### src/rtl/spike_aer_encoder.sv
// Spike vector -> {timestamp, index} address events; 2 cycles spike-to-valid, one event/cycle.
// Full FIFO stalls only the scanner while new spikes keep collecting in pend (repeats are dropped).
module spike_aer_encoder #(
  parameter int N     = 8,
  parameter int IDX_W = 3,
  parameter int TS_W  = 8,
  parameter int DEPTH = 8
) (
  input  logic                      clk,
  input  logic                      reset,
  input  logic [N-1:0]              spike_in,
  input  logic                      aer_ready,
  output logic                      aer_valid,
  output logic [TS_W+IDX_W-1:0]     aer_data,
  output logic [$clog2(DEPTH):0]    fifo_cnt,
  output logic [7:0]                drop_cnt
);

  localparam int PW = $clog2(DEPTH);
  localparam int EW = TS_W + IDX_W;
  localparam logic [PW:0] FULL = (PW+1)'(DEPTH);

  typedef enum logic {IDLE, SCAN} state_t;

  state_t            state_q, state_d;
  logic [TS_W-1:0]   ts_q, scan_ts_q, scan_ts_d;
  logic [N-1:0]      pend_q, pend_d, scan_vec_q, scan_vec_d;
  logic [N-1:0]      any_in, sel_oh, coll;
  logic [7:0]        drop_q, drop_d;
  logic [IDX_W-1:0]  sel;
  logic [IDX_W:0]    coll_cnt;
  logic [8:0]        drop_sum;
  logic [EW-1:0]     mem_q [DEPTH];
  logic [PW-1:0]     rd_ptr_q, wr_ptr_q;
  logic [PW:0]       cnt_q, cnt_d;
  logic              push, pop, push_ok;

  assign aer_valid = (cnt_q != '0);
  assign aer_data  = aer_valid ? mem_q[rd_ptr_q] : '0;
  assign fifo_cnt  = cnt_q;
  assign drop_cnt  = drop_q;

  assign pop     = aer_valid & aer_ready;
  // A full FIFO still accepts a push when the head leaves on the same edge.
  assign push_ok = (cnt_q != FULL) | pop;
  assign any_in  = spike_in | pend_q;
  assign sel_oh  = scan_vec_q & (~scan_vec_q + N'(1));
  assign coll    = spike_in & pend_q;

  always_comb begin
    sel      = '0;
    coll_cnt = '0;
    for (int i = N-1; i >= 0; i--) begin
      if (scan_vec_q[i]) sel = IDX_W'(i);
    end
    for (int i = 0; i < N; i++) begin
      coll_cnt = coll_cnt + {{IDX_W{1'b0}}, coll[i]};
    end
    drop_sum = {1'b0, drop_q} + 9'(coll_cnt);
  end

  always_comb begin
    state_d    = state_q;
    pend_d     = pend_q;
    scan_vec_d = scan_vec_q;
    scan_ts_d  = scan_ts_q;
    drop_d     = drop_q;
    push       = 1'b0;
    case (state_q)
      IDLE: begin
        if (any_in != '0) begin
          scan_vec_d = any_in;
          scan_ts_d  = ts_q;
          pend_d     = '0;
          state_d    = SCAN;
        end
      end
      SCAN: begin
        pend_d = pend_q | spike_in;
        drop_d = drop_sum[8] ? 8'hFF : drop_sum[7:0];
        if (push_ok) begin
          push       = 1'b1;
          scan_vec_d = scan_vec_q & ~sel_oh;
          if ((scan_vec_q & ~sel_oh) == '0) state_d = IDLE;
        end
      end
      default: state_d = IDLE;
    endcase
  end

  always_comb begin
    cnt_d = cnt_q;
    if (push && !pop)      cnt_d = cnt_q + (PW+1)'(1);
    else if (!push && pop) cnt_d = cnt_q - (PW+1)'(1);
  end

  always_ff @(posedge clk) begin
    if (reset) begin
      state_q    <= IDLE;
      ts_q       <= '0;
      pend_q     <= '0;
      scan_vec_q <= '0;
      scan_ts_q  <= '0;
      drop_q     <= '0;
      rd_ptr_q   <= '0;
      wr_ptr_q   <= '0;
      cnt_q      <= '0;
    end else begin
      state_q    <= state_d;
      ts_q       <= ts_q + TS_W'(1);
      pend_q     <= pend_d;
      scan_vec_q <= scan_vec_d;
      scan_ts_q  <= scan_ts_d;
      drop_q     <= drop_d;
      cnt_q      <= cnt_d;
      if (push) wr_ptr_q <= wr_ptr_q + PW'(1);
      if (pop)  rd_ptr_q <= rd_ptr_q + PW'(1);
    end
  end

  always_ff @(posedge clk) begin
    if (push) mem_q[wr_ptr_q] <= {scan_ts_q, sel};
  end

endmodule

### config.mk
export PLATFORM = sky130hd
export DESIGN_NAME = spike_aer_encoder
export DESIGN_NICKNAME = d
export VERILOG_FILES = /design/src/rtl/spike_aer_encoder.sv
export SDC_FILE = /design/constraint.sdc
export NUM_CORES = 1
export LEC_CHECK = 0
export ABC_CLOCK_PERIOD_IN_PS = 11200
export CAP_MARGIN = 40
export CORE_ASPECT_RATIO = 0.8
export CORE_UTILIZATION = 26
export CTS_BUF_LIST = sky130_fd_sc_hd__clkbuf_2 sky130_fd_sc_hd__clkbuf_4 sky130_fd_sc_hd__clkbuf_8
export CTS_CLUSTER_DIAMETER = 40
export DETAILED_ROUTE_END_ITERATION = 12
export PLACE_DENSITY_LB_ADDON = 0.05
export SYNTH_ARGS = -nofsm -noshare
export SYNTH_HDL_FRONTEND = slang
export SYNTH_SLANG_ARGS = --single-unit
### constraint.sdc
create_clock -name clk -period 11.2 [get_ports clk]
set_input_delay 1.12 -clock clk [delete_from_list [all_inputs] [get_ports clk]]
set_output_delay 1.12 -clock clk [all_outputs]
set_load 0.02 [all_outputs]
**Word level (Yosys, flattened, before mapping)**

Memory sizes are Yosys's and may differ from the RTL's. A register that Yosys moved wholly into a read port is not among the register bits.
Cells that the tools add are included.

- Reduce and logical (&&, ||, !) cells: 10
- Bitwise operators: 9
- Equality and inequality tests: 3
- Muxes and demuxes: 27
- Add/subtract/negate cells: 14

Operators with widths:

| operator | number |
|---|---|
| $mux W8 | 4 |
| $pmux W8 S2 | 2 |
| $mux W3 | 10 |
| $and A8 B8 Y8 | 3 |
| $add A4 B1 Y4 | 4 |
| $add A8 B1 Y8 const B | 2 |
| $not A8 Y8 | 2 |
| $mux W11 | 1 |
| $add A8 B4 Y9 | 1 |
| $logic_not A8 Y1 | 1 |
| $mux W4 | 2 |
| $or A8 B8 Y8 | 1 |
| $reduce_bool A8 Y1 | 1 |
| $mux W1 | 7 |
| $add A3 B1 Y3 const B | 2 |
| $add A3 B1 Y4 | 1 |
| $add A4 B1 Y4 const B | 1 |
| $ne A4 B4 Y1 const B | 1 |
| $reduce_and A2 Y1 | 2 |
| $reduce_bool A4 Y1 | 1 |
| $sub A4 B1 Y4 const B | 1 |
| $add A2 B1 Y3 | 1 |
| $add A1 B1 Y2 | 1 |
| $logic_and A1 B1 Y1 | 2 |
| 8 further kinds | 9 |

- Register bits: 51
- Bits of input ports: 11
- Logic and storage cells: 73
- Bits in writable memories: 88
- Output and inout port bits: 24
- Memories: 1

Memories:

| name | depth | width | rd ports | clocked after memory_dff | wr ports | RTL line | RTL |
|---|---|---|---|---|---|---|---|
| mem_q | 8 | 11 | 1 | 1 | 1 | 33 | `logic [EW-1:0] mem_q [DEPTH];` |

**Depth between registers and ports, before layout**

Gate-level depths: netlist of run 1.

- Word-level depth: 10
- Mapped depth: 12
- Depth with buffers taken out: 12

**Least setup slack after synthesis of run 1**

OpenSTA, ideal clock, no wires.

- Kind: input to register
- From: input spike_in[0]
- To: register drop_q[5] (netlist: drop_cnt[5])
- Stages on the path: 12
- Required time: 11.073 ns
- Slack: 6.608 ns
- Path buffers: 0
- Data arrival time: 4.465 ns
- Cells stage by stage: and2_1 fa_1 inv_1 fa_1 inv_1 fa_1 fa_1 fa_1 a21o_1 a21oi_1 nor4b_1 or3_1

- Word-level cells in the longest chain between the ends: 10

RTL lines:

| item | RTL line | RTL |
|---|---|---|
| from (decl) | 11 | `input logic [N-1:0] spike_in,` |
| $and A8 B8 Y8 | 48 | `assign coll = spike_in & pend_q;` |
| $add A1 B1 Y2 | 57 | `coll_cnt = coll_cnt + {{IDX_W{1'b0}}, coll[i]};` |
| $add A2 B1 Y3 | 57 |  |
| $add A3 B1 Y4 | 57 |  |
| $add A4 B1 Y4 (4 in a row) | 57 |  |
| $add A8 B4 Y9 | 59 | `drop_sum = {1'b0, drop_q} + 9'(coll_cnt);` |
| $mux W8 | 80 | `drop_d = drop_sum[8] ? 8'hFF : drop_sum[7:0];` |
| to (signal assigned) | 114 | `drop_q <= drop_d;` |
| to (decl) | 29 | `logic [7:0] drop_q, drop_d;` |

Every way passes these cells.
A chain may end at the register's enable or synchronous reset.

**Final worst setup path of run 1**

- From: input spike_in[2]
- To: register drop_q[5] (netlist: drop_cnt[5])

- Word-level cells in the longest chain between the ends: 9

RTL lines:

| item | RTL line |
|---|---|
| $and A8 B8 Y8 | 48 |
| $add A2 B1 Y3 | 57 |
| $add A3 B1 Y4 | 57 |
| $add A4 B1 Y4 (4 in a row) | 57 |
| $add A8 B4 Y9 | 59 |
| $mux W8 | 80 |

Every way passes these cells.

==> results.toml, run 1 <==
[power]
p_sw_frac = 0.334
peakVddDrop_v = 0.0000718
internal-power_mw = 1.03
leakagePower_nw = 2.48
p_per_area_mw_per_mm2 = 217
comb_power_share = 0.316
p_sw_mw = 0.518
pwr-share-clk = 0.268
p_seq_frac = 0.415

[worst_setup_path]
critPathMaxFanout = 4
critPathTopFamily = "adder cells"
critPathBufInv = 3
worst-path-stages = 13
cpPeakStageDelay_ns = 0.52
cp_common_cell = "fa_1"
slowest_stage = "fa_1"
endpoint_kind = "flop"
critPathKind = "primary input to flop"
timing.rr.end = "drop_cnt[5]$_SDFFE_PP0P_"
worstPathRequired_ns = 11.54
setup.worst_path.start_class = "primary input"
worstReg2RegStart = "pend_q[0]$_SDFFE_PP0P_"
r2r_cells = 12
rrSetupSlack_ns = 7.29
cp.arrival_ns = 5.07
path_cells = "clkdlybuf4s50_1 -> and2_1 -> fa_1 -> inv_1 -> fa_1 -> inv_1 -> fa_1 -> fa_1 -> fa_1 -> a21o_1 -> a21oi_1 -> nor4b_1 -> or3_1"

[floorplan]
rows = 49
die_y_um = 138
core_area_mm2 = 0.0225
die_w_um = 172
ioPinCount = 35
start_util = 0.266
design.die.area_mm2 = 0.0236

[synthesis]
synth_fp_nets = 479
synth_top_area_share = 0.442
synth_edf_count = 88
async_flop_share = 0
syn_area_per_cell_um2 = 13.3
yosys-top-cells-area = "edfxtp_1, dfxtp_1, mux4_2"
synth_area_leader_cell = "edfxtp_1"
synth.distinct_cells = 52
synth_ff_type = "edfxtp_1"
synth_warnings = 0
synth_common_cells = "edfxtp_1, nor2_1, dfxtp_1, nand2_1, a21oi_1"
synth_most_common_cell = "edfxtp_1"
synth-seq-cells = 142
ys_seq_area_frac = 0.623
synthCells = 450
synth_area_mm2 = 0.00598

[cts]
postCtsHoldBufs = 0
cts_root_buf = "clkbuf_8"
post_cts_resize_count = 0
clock_latency_ns = 0.45
clockBufferDepth = 2
cts_buffers = 17
clk_pin_slew_ns = 0.08
cts_tree = "built"
cts.sinks = 142
cts_setup_buffers = 0
cts_max_level = 4

[place]
dp.cells = 780
io_buffers = 34
dp_hpwl_um = 8500
dpl_worst_slack_ns = 5.99
gp_congestion = 0.720

[grt]
grt_start_max_net_pins = 35
antenna_found_initial = 0
grt_pass1_vias = 3612
track_usage = 0.120
grt_overflow = 0
grt_pass1_wl_um = 20600

[cells_and_area]
n_antenna_cell = 0
fin_nets = 522
syn2layout_area_growth_pct = 19.7
nFillCells = 2253
fin_cells = 812
drive_gt1_frac = 0.162

[timing]
timing.fmax_ghz = 0.212
max-slew-margin-rel = 0.420
fin_ws_ns = 6.47
finalHoldViolCount = 0
slew_viol_final = 0
setup_violations = 0
rsz0062_at_grt = "no"
worst_slew_pin_slew_ns = 0.863
fin_crit_sh = 0.422
tns_ns = 0
fin_skew_ns = 0.0104
fin_crit_ns = 4.73

[routing]
vias = 3575
drt_pass1_iterations = 4
wl_um = 13000
ant_nets = 0
post_drt_wl_per_cell_um = 16.0
via_per_inst = 4.40
remaining_drc_errors = 0
drt_iter0_drc = 205

[hold_path]
worstHoldEndpoint = "ts_q[0]$_SDFF_PP0_"
hold_class = "flop to flop"
hp-start = "ts_q[0]$_SDFF_PP0_"
hold_depth = 1

[job]
drv_cap = 0

[outcome]
outcome = "finished, final reports clean"
==> per-stage QoR <==
stage / hold slack, ns / util / cell area, um^2 / total power, mW
CTS: 0.470 / 0.318 / 7150 / 1.58
detailed placement: 0.452 / 0.300 / 6760 / 1.16
floorplan: 0.426 / - / 5980 / 0.971
finish: 0.465 / 0.318 / 7150 / 1.55
global route: 0.505 / 0.318 / 7150 / 1.65
global placement: 0.446 / 0.298 / 6700 / 1.16
==> sequential cells by signal (all words and copies together), names as in the netlist, named ones only <==
register,cells
fifo_cnt,4
state_q,1
mem_q,88
pend_q,8
scan_vec_q,8
wr_ptr_q,3
rd_ptr_q,3
drop_cnt,8
ts_q,8
scan_ts_q,8
==> power by group through the flow <==
stage          Combinational (mW)  Clock (mW)  Sequential [mW]
2_1_floorplan               0.315           0            0.656
3_3_place_gp                0.500           0            0.657
3_5_place_dp                0.504           0            0.657
4_1_cts                     0.505       0.431            0.646
5_1_grt                     0.544       0.451            0.653
6_report                    0.491       0.416            0.645
==> worst register-to-register path, delay by kind of cell, from the launching register on <==
family          cells  cell delay [ns]
compound gates      2             0.41
fa+ha+maj           5             2.40
buf+inv             2             0.11
flops               1             0.33
simple gates        3             0.53
==> how the worst max path moves through the flow <==
stage | end | slack, ns | startpoint
4_1_cts | drop_cnt[5]$_SDFFE_PP0P_ | 6.49 | spike_in[2]
2_1_floorplan | drop_cnt[5]$_SDFFE_PP0P_ | 6.61 | spike_in[0]
5_1_grt | drop_cnt[5]$_SDFFE_PP0P_ | 6.32 | spike_in[0]
3_5_place_dp | drop_cnt[5]$_SDFFE_PP0P_ | 5.99 | spike_in[2]
3_3_place_gp | drop_cnt[5]$_SDFFE_PP0P_ | 5.98 | spike_in[0]
6_report | drop_cnt[5]$_SDFFE_PP0P_ | 6.47 | spike_in[2]
==> layout by cell type, fill, tap and decap left out, types with 2 or more instances in the layout <==
cell,n
clkinvlp_4,2
a41oi_1,2
nor2_1,61
o21bai_1,2
or3_1,2
clkbuf_8,17
nor3b_2,2
mux4_2,22
clkdlybuf4s50_1,33
edfxtp_1,88
nand3_1,12
and2_1,6
nand2b_1,4
a41o_1,2
xor2_1,8
clkinv_2,3
inv_1,7
fa_1,6
ha_1,12
o211ai_1,4
nor4_1,6
a21oi_1,26
inv_6,4
o21ai_0,3
a31oi_1,4
bufinv_16,2
nor2b_1,2
mux2i_1,15
a211oi_1,2
nand2_1,27
and3_1,4
buf_4,13
nand4_1,2
dfxtp_1,54
inv_2,2
xnor2_1,6
a21o_1,3
nor3_1,8
clkinv_4,3
==> layout make-up <==
cell class | instances | area (um^2) | area share
Inverter | 9 | 33.8 | 0.00472
Clock inverter | 15 | 163 | 0.0227
Multi-Input combinational cell | 273 | 2140 | 0.299
Timing Repair Buffer | 50 | 479 | 0.0670
Tap cell | 306 | 383 | 0.0535
Clock buffer | 17 | 234 | 0.0327
Sequential cell | 142 | 3720 | 0.521
==> per-layer routing <==
metal	track usage	vias to the layer above	share of wire	routed length, um
li1	-	1756	-	-
met1	0.160	1761	0.50	6500
met2	0.187	47	0.46	5960
met3	0.0319	11	0.028	360
met4	0.0461	0	0.012	158
met5	0	-	0	0
==> cell families (layout without fill, tap and decap cells) <==
group                    after synthesis  count (layout)  synth area share
flip-flops                           142             142             0.623
buffers and inverters                 35              91            0.0241
XOR/XNOR                              14              14            0.0205
AND/OR/NAND/NOR                      145             145             0.114
AO/OA/AOI/OAI                         57              57            0.0618
adder cells (fa/ha/maj)               19              19            0.0469
multiplexers                          38              38             0.110
No activity file was read; power rests on OpenSTA's default activity.
==> run 2, diff against run 1 <==
Settings changed: ABC_CLOCK_PERIOD_IN_PS 11200 to 4700.
Clock period 11.2 ns to 4.7 ns, I/O delays scaled along.
==> run 2 against run 1 <==
  * Critical path depth did not move
  * Non-clock buffer count rose by 4
  * Die area did not move
  * First-iteration DRC count fell by 8.8%
  * Clock-buffer cell count rose by 1
  * Via count rose by 0.62%
  * Sequential power rose by 140%
  * Utilization rose by 0.095 points
  * Global-route usage rose by 0.12 points
  * Routed wire length rose by 0.16%
  * Highest routed layer unchanged
  * Clock skew barely moved
==> results.toml, run 2 (synthesis gave the netlist of run 1 again) <==
[cells_and_area]
syn2layout_area_growth_pct = 20.0
regArea_mm2 = 0.00372
final_common_cell = "edfxtp_1"
multi_input_area_mm2 = 0.00214
layout_common_cells = "edfxtp_1, nor2_1, dfxtp_1"
nFillCells = 2260
drive_gt1_frac = 0.167
largest_register = "mem_q"
largest_register_ffs = 88
post-route-util = 0.319
fin_nets = 526

[routing]
post_drt_wl_per_cell_um = 15.9
remaining_drc_errors = 0
drt_iter0_drc = 187
wl_um = 13000
vias = 3597
via_per_inst = 4.40
drt_pass1_iterations = 8
top_layer = "met4"
ant_nets = 0
wl_met1_um = 6570
wl_met2_um = 5890
routed-wl-met3_um = 389

[cts]
cts_root_buf = "clkbuf_8"
cts_buffers = 17
cts_tree = "built"
postCtsHoldBufs = 0
post_cts_resize_count = 0
clk_pin_slew_ns = 0.09
cts_max_level = 4
clock_latency_ns = 0.44
cts_setup_buffers = 0
cts.sinks = 142
clockBufferDepth = 2

[worst_setup_path]
path_cells = "clkdlybuf4s50_1 -> and2_1 -> fa_1 -> inv_1 -> fa_1 -> inv_1 -> fa_1 -> fa_1 -> fa_1 -> a21o_1 -> a21oi_1 -> nor4b_1 -> or3_1"
cpPeakStageDelay_ns = 0.53
slowest_stage = "fa_1"
setup.worst_path.start_class = "primary input"
critPathMaxFanout = 3
critPathBufInv = 3
endpoint_kind = "flop"
critPathKind = "primary input to flop"
critPathTopFamily = "adder cells"
cp.arrival_ns = 4.40
worstPathRequired_ns = 5.03
cp_common_cell = "fa_1"

[grt]
track_usage = 0.122
grt_pass1_vias = 3599
grt_overflow = 0
grt_pass1_wl_um = 20800
antenna_found_initial = 0
grt_start_max_net_pins = 35

[timing]
rsz0062_at_grt = "no"
fin_skew_ns = 0.0105
finalHoldViolCount = 0
fin_crit_sh = 0.867
slew_viol_final = 0
setup_violations = 0
max-slew-margin-rel = 0.483
fin_crit_ns = 4.08
worst_slew_pin_slew_ns = 0.770
timing.fmax_ghz = 0.245
tns_ns = 0

[job]
drv_cap = 0

[floorplan]
die_y_um = 138
rows = 49
design.die.area_mm2 = 0.0236
ioPinCount = 35
die_w_um = 172
core_area_mm2 = 0.0225
start_util = 0.266

[place]
dp_hpwl_um = 8840
io_buffers = 34
gp_congestion = 0.718

[power]
leakagePower_nw = 2.49
peakVddDrop_v = 0.000154
p_per_area_mw_per_mm2 = 511

[hold_path]
hold_class = "primary input to flop"

[outcome]
outcome = "finished, final reports clean"
-- run 2: cell count changes in the layout (fill, tap and decap cells not counted), sizes merged --
cell | before | now
bufinv | 2 | 1
buf | 17 | 21
inv | 14 | 16
clkbuf | 17 | 18
clkinv | 6 | 4
diode | 0 | 1
-- run 2: path summary, 6_finish.rpt --
path,from,to,slack (ns),depth (start not counted)
hold / removal,reset,wr_ptr_q[2]$_SDFFE_PP0P_,0.40,2
hold reg to reg,ts_q[0]$_SDFF_PP0_,ts_q[0]$_SDFF_PP0_,0.47,1
setup / recovery,spike_in[0],drop_cnt[5]$_SDFFE_PP0P_,0.62,13
setup reg to reg,pend_q[0]$_SDFFE_PP0P_,drop_cnt[5]$_SDFFE_PP0P_,0.80,12
-- run 2: per-stage QoR --
| step | setup slack, ns | hold slack [ns] | total power, mW | std cells | area, um^2 |
|---|---|---|---|---|---|
| 5_1_grt | 0.419 | 0.381 | 3.91 | 816 | 7170 |
| 6_report | 0.625 | 0.398 | 3.67 | 817 | 7170 |
| 3_5_place_dp | 0.157 | 0.461 | 2.79 | 784 | 6800 |
| 4_1_cts | 0.642 | 0.362 | 3.75 | 816 | 7170 |
| 2_1_floorplan | 0.758 | 0.426 | 2.31 | 450 | 5980 |
| 3_3_place_gp | 0.190 | 0.447 | 2.77 | 779 | 6730 |
-- run 2: routing by layer --
layer  GRT usage  vias up
met1       0.166     1774
met5           0        -
met3      0.0339        9
met4      0.0417        0
li1            -     1768
met2       0.184       46
-- run 2: cell type report --
class                   instances  share of cell area
flip-flops and latches        142               0.519
multi-input cells             273               0.298
repair buffers                 54              0.0725
well taps                     306              0.0534
clock buffers                  18              0.0337
clock inverters                14              0.0185
inverters                       9             0.00471
diodes                          1            0.000349
-- run 2: worst register-to-register path, stage by stage, from the launching register on --
cell     delay (ns)
dfxtp_1        0.32
and2_1         0.16
fa_1           0.51
inv_1          0.06
fa_1           0.53
inv_1          0.05
fa_1           0.50
fa_1           0.47
fa_1           0.42
a21o_1         0.19
a21oi_1        0.19
nor4b_1        0.08
or3_1          0.31
-- run 2: power by group --
part	switching, mW	leakage (nW)	internal [mW]
Combinational	0.623	1.03	0.558
Sequential	0.101	1.27	1.45
Clock	0.503	0.187	0.434
Total	1.23	2.49	2.44
==> run 3, diff against run 2 <==
Settings changed: GPL_TIMING_DRIVEN set to 0.
==> run 3 against run 2 <==
  * Critical path depth unchanged
  * Clock power increased by 28%
  * Global-route usage rose by 1.2 points
  * Routed wire length is 11% higher
  * Sequential share of layout area decreased by 1.1 points
  * Utilization is 0.67 points higher
  * Final cell count is 2.0% higher
  * Fmax is 0.85% lower
  * Via count increased by 1.5%
  * Register-to-register slack worse by 0.04 ns
  * Critical endpoint unchanged
  * Largest cell class unchanged
  * Largest power group unchanged
  * Highest routed layer unchanged
==> results.toml, run 3 (synthesis gave the netlist of run 1 again) <==
[outcome]
outcome = "finished, final reports clean"

[cells_and_area]
layout_common_cells = "edfxtp_1, nor2_1, dfxtp_1"
largest_register = "mem_q"
n_antenna_cell = 0
fin_nets = 543
syn2layout_area_growth_pct = 22.5
largest_register_ffs = 88
drive_gt1_frac = 0.157
final_common_cell = "edfxtp_1"
post-route-util = 0.326

[power]
internal-power_mw = 2.70
comb_power_share = 0.308
p_seq_frac = 0.387
peakVddDrop_v = 0.000157
leakagePower_nw = 2.55
power.total_mw = 3.95
p_sw_frac = 0.317
p_per_area_mw_per_mm2 = 539
p_sw_mw = 1.25
pwr-share-clk = 0.305

[floorplan]
die_y_um = 138
core_area_mm2 = 0.0225
ioPinCount = 35
die_w_um = 172
design.die.area_mm2 = 0.0236
start_util = 0.266
rows = 49

[timing]
max-slew-margin-rel = 0.451
timing.fmax_ghz = 0.243
rsz0062_at_grt = "no"
fin_skew_ns = 0.0169
setup_violations = 0
fin_crit_sh = 0.874
fin_crit_ns = 4.11
finalHoldViolCount = 0
slew_viol_final = 0
worst_slew_pin_slew_ns = 0.818
hold-worst-slack_ns = 0.470

[worst_setup_path]
critPathMaxFanout = 4
cp.arrival_ns = 4.44
cp_common_cell = "fa_1"
slowest_stage = "fa_1"
worstPathRequired_ns = 5.03
setup.worst_path.start_class = "primary input"
path_cells = "clkdlybuf4s50_1 -> and2_1 -> fa_1 -> inv_1 -> fa_1 -> inv_1 -> fa_1 -> fa_1 -> fa_1 -> a21o_1 -> a21oi_1 -> nor4b_1 -> or3_1"
endpoint_kind = "flop"
cpPeakStageDelay_ns = 0.52
critPathKind = "primary input to flop"

[cts]
clk_pin_slew_ns = 0.08
cts_root_buf = "clkbuf_8"
post_cts_resize_count = 0
cts_setup_buffers = 0
cts_tree = "built"
postCtsHoldBufs = 0
cts.sinks = 142
clock_latency_ns = 0.45
clockBufferDepth = 2
cts_buffers = 17
cts_max_level = 4

[grt]
track_usage = 0.134
antenna_found_initial = 0
grt_pass1_vias = 3695
grt_overflow = 0
grt_start_max_net_pins = 17
grt_pass1_wl_um = 22500

[routing]
drt_iter0_drc = 249
ant_nets = 0
via_per_inst = 4.38
wl_um = 14400
drt_pass1_iterations = 4
post_drt_wl_per_cell_um = 17.3
remaining_drc_errors = 0
vias = 3652

[place]
dp_hpwl_um = 10300
gp_congestion = 0.726
io_buffers = 34

[hold_path]
hold_class = "flop to flop"

[job]
drv_cap = 0
## run 3: changes by cell type in the layout (fill, tap and decap cells not counted), sizes merged
cell,before,now
diode,1,0
clkinv,4,3
clkbuf,18,38
inv,16,12
clkinvlp,2,0
clkdlybuf4s50,33,34
bufinv,1,6
buf,21,19
## run 3: final timing paths
check / start / endpoint / slack, ns / cells after the start
worst max-delay path: spike_in[2] / drop_cnt[5]$_SDFFE_PP0P_ / 0.59 / 13
worst min-delay path: ts_q[7]$_SDFF_PP0_ / scan_ts_q[7]$_SDFFE_PP0P_ / 0.47 / 2
worst max register to register: pend_q[0]$_SDFFE_PP0P_ / drop_cnt[5]$_SDFFE_PP0P_ / 0.76 / 12
worst min register to register: ts_q[7]$_SDFF_PP0_ / scan_ts_q[7]$_SDFFE_PP0P_ / 0.47 / 2
## run 3: cell type report
type                    count  area (um^2)
well taps                 306          383
inverters                   9         33.8
clock inverters            12          233
multi-input cells         273         2150
clock buffers              20          256
fillers                  2238        15200
repair buffers             45          438
plain buffers              26          110
flip-flops and latches    142         3720
## run 3: layer usage
layer,vias to the layer above,share of wire,GRT usage
li1,1801,-,-
met1,1783,0.53,0.192
met2,56,0.43,0.196
met3,12,0.033,0.0313
met4,0,0.0098,0.0446
met5,-,0,0
## run 3: stage by stage
step / instance area, um^2 / std cells / setup TNS, ns / setup WS (ns)
final: 7320 / 833 / 0 / 0.590
after global routing: 7320 / 833 / 0 / 0.470
after CTS: 7320 / 833 / 0 / 0.624
after detailed placement: 6840 / 801 / 0 / 0.133
after global placement: 6700 / 790 / -2.92 / -0.241
after floorplan: 5980 / 450 / 0 / 0.758
## run 3: power by group through the flow
| stage | sequential (mW) | clock (mW) | combinational, mW |
|---|---|---|---|
| 2_1_floorplan | 1.56 | 0 | 0.751 |
| 3_3_place_gp | 1.56 | 0 | 1.21 |
| 3_5_place_dp | 1.56 | 0 | 1.24 |
| 4_1_cts | 1.53 | 1.25 | 1.24 |
| 5_1_grt | 1.55 | 1.29 | 1.35 |
| 6_report | 1.53 | 1.20 | 1.22 |
## run 3: critical path: cells and delay by family
kind | cells | cell delay [ns]
compound gates | 2 | 0.44
fa+ha+maj | 5 | 2.37
simple gates | 3 | 0.58
buf+inv | 3 | 0.55
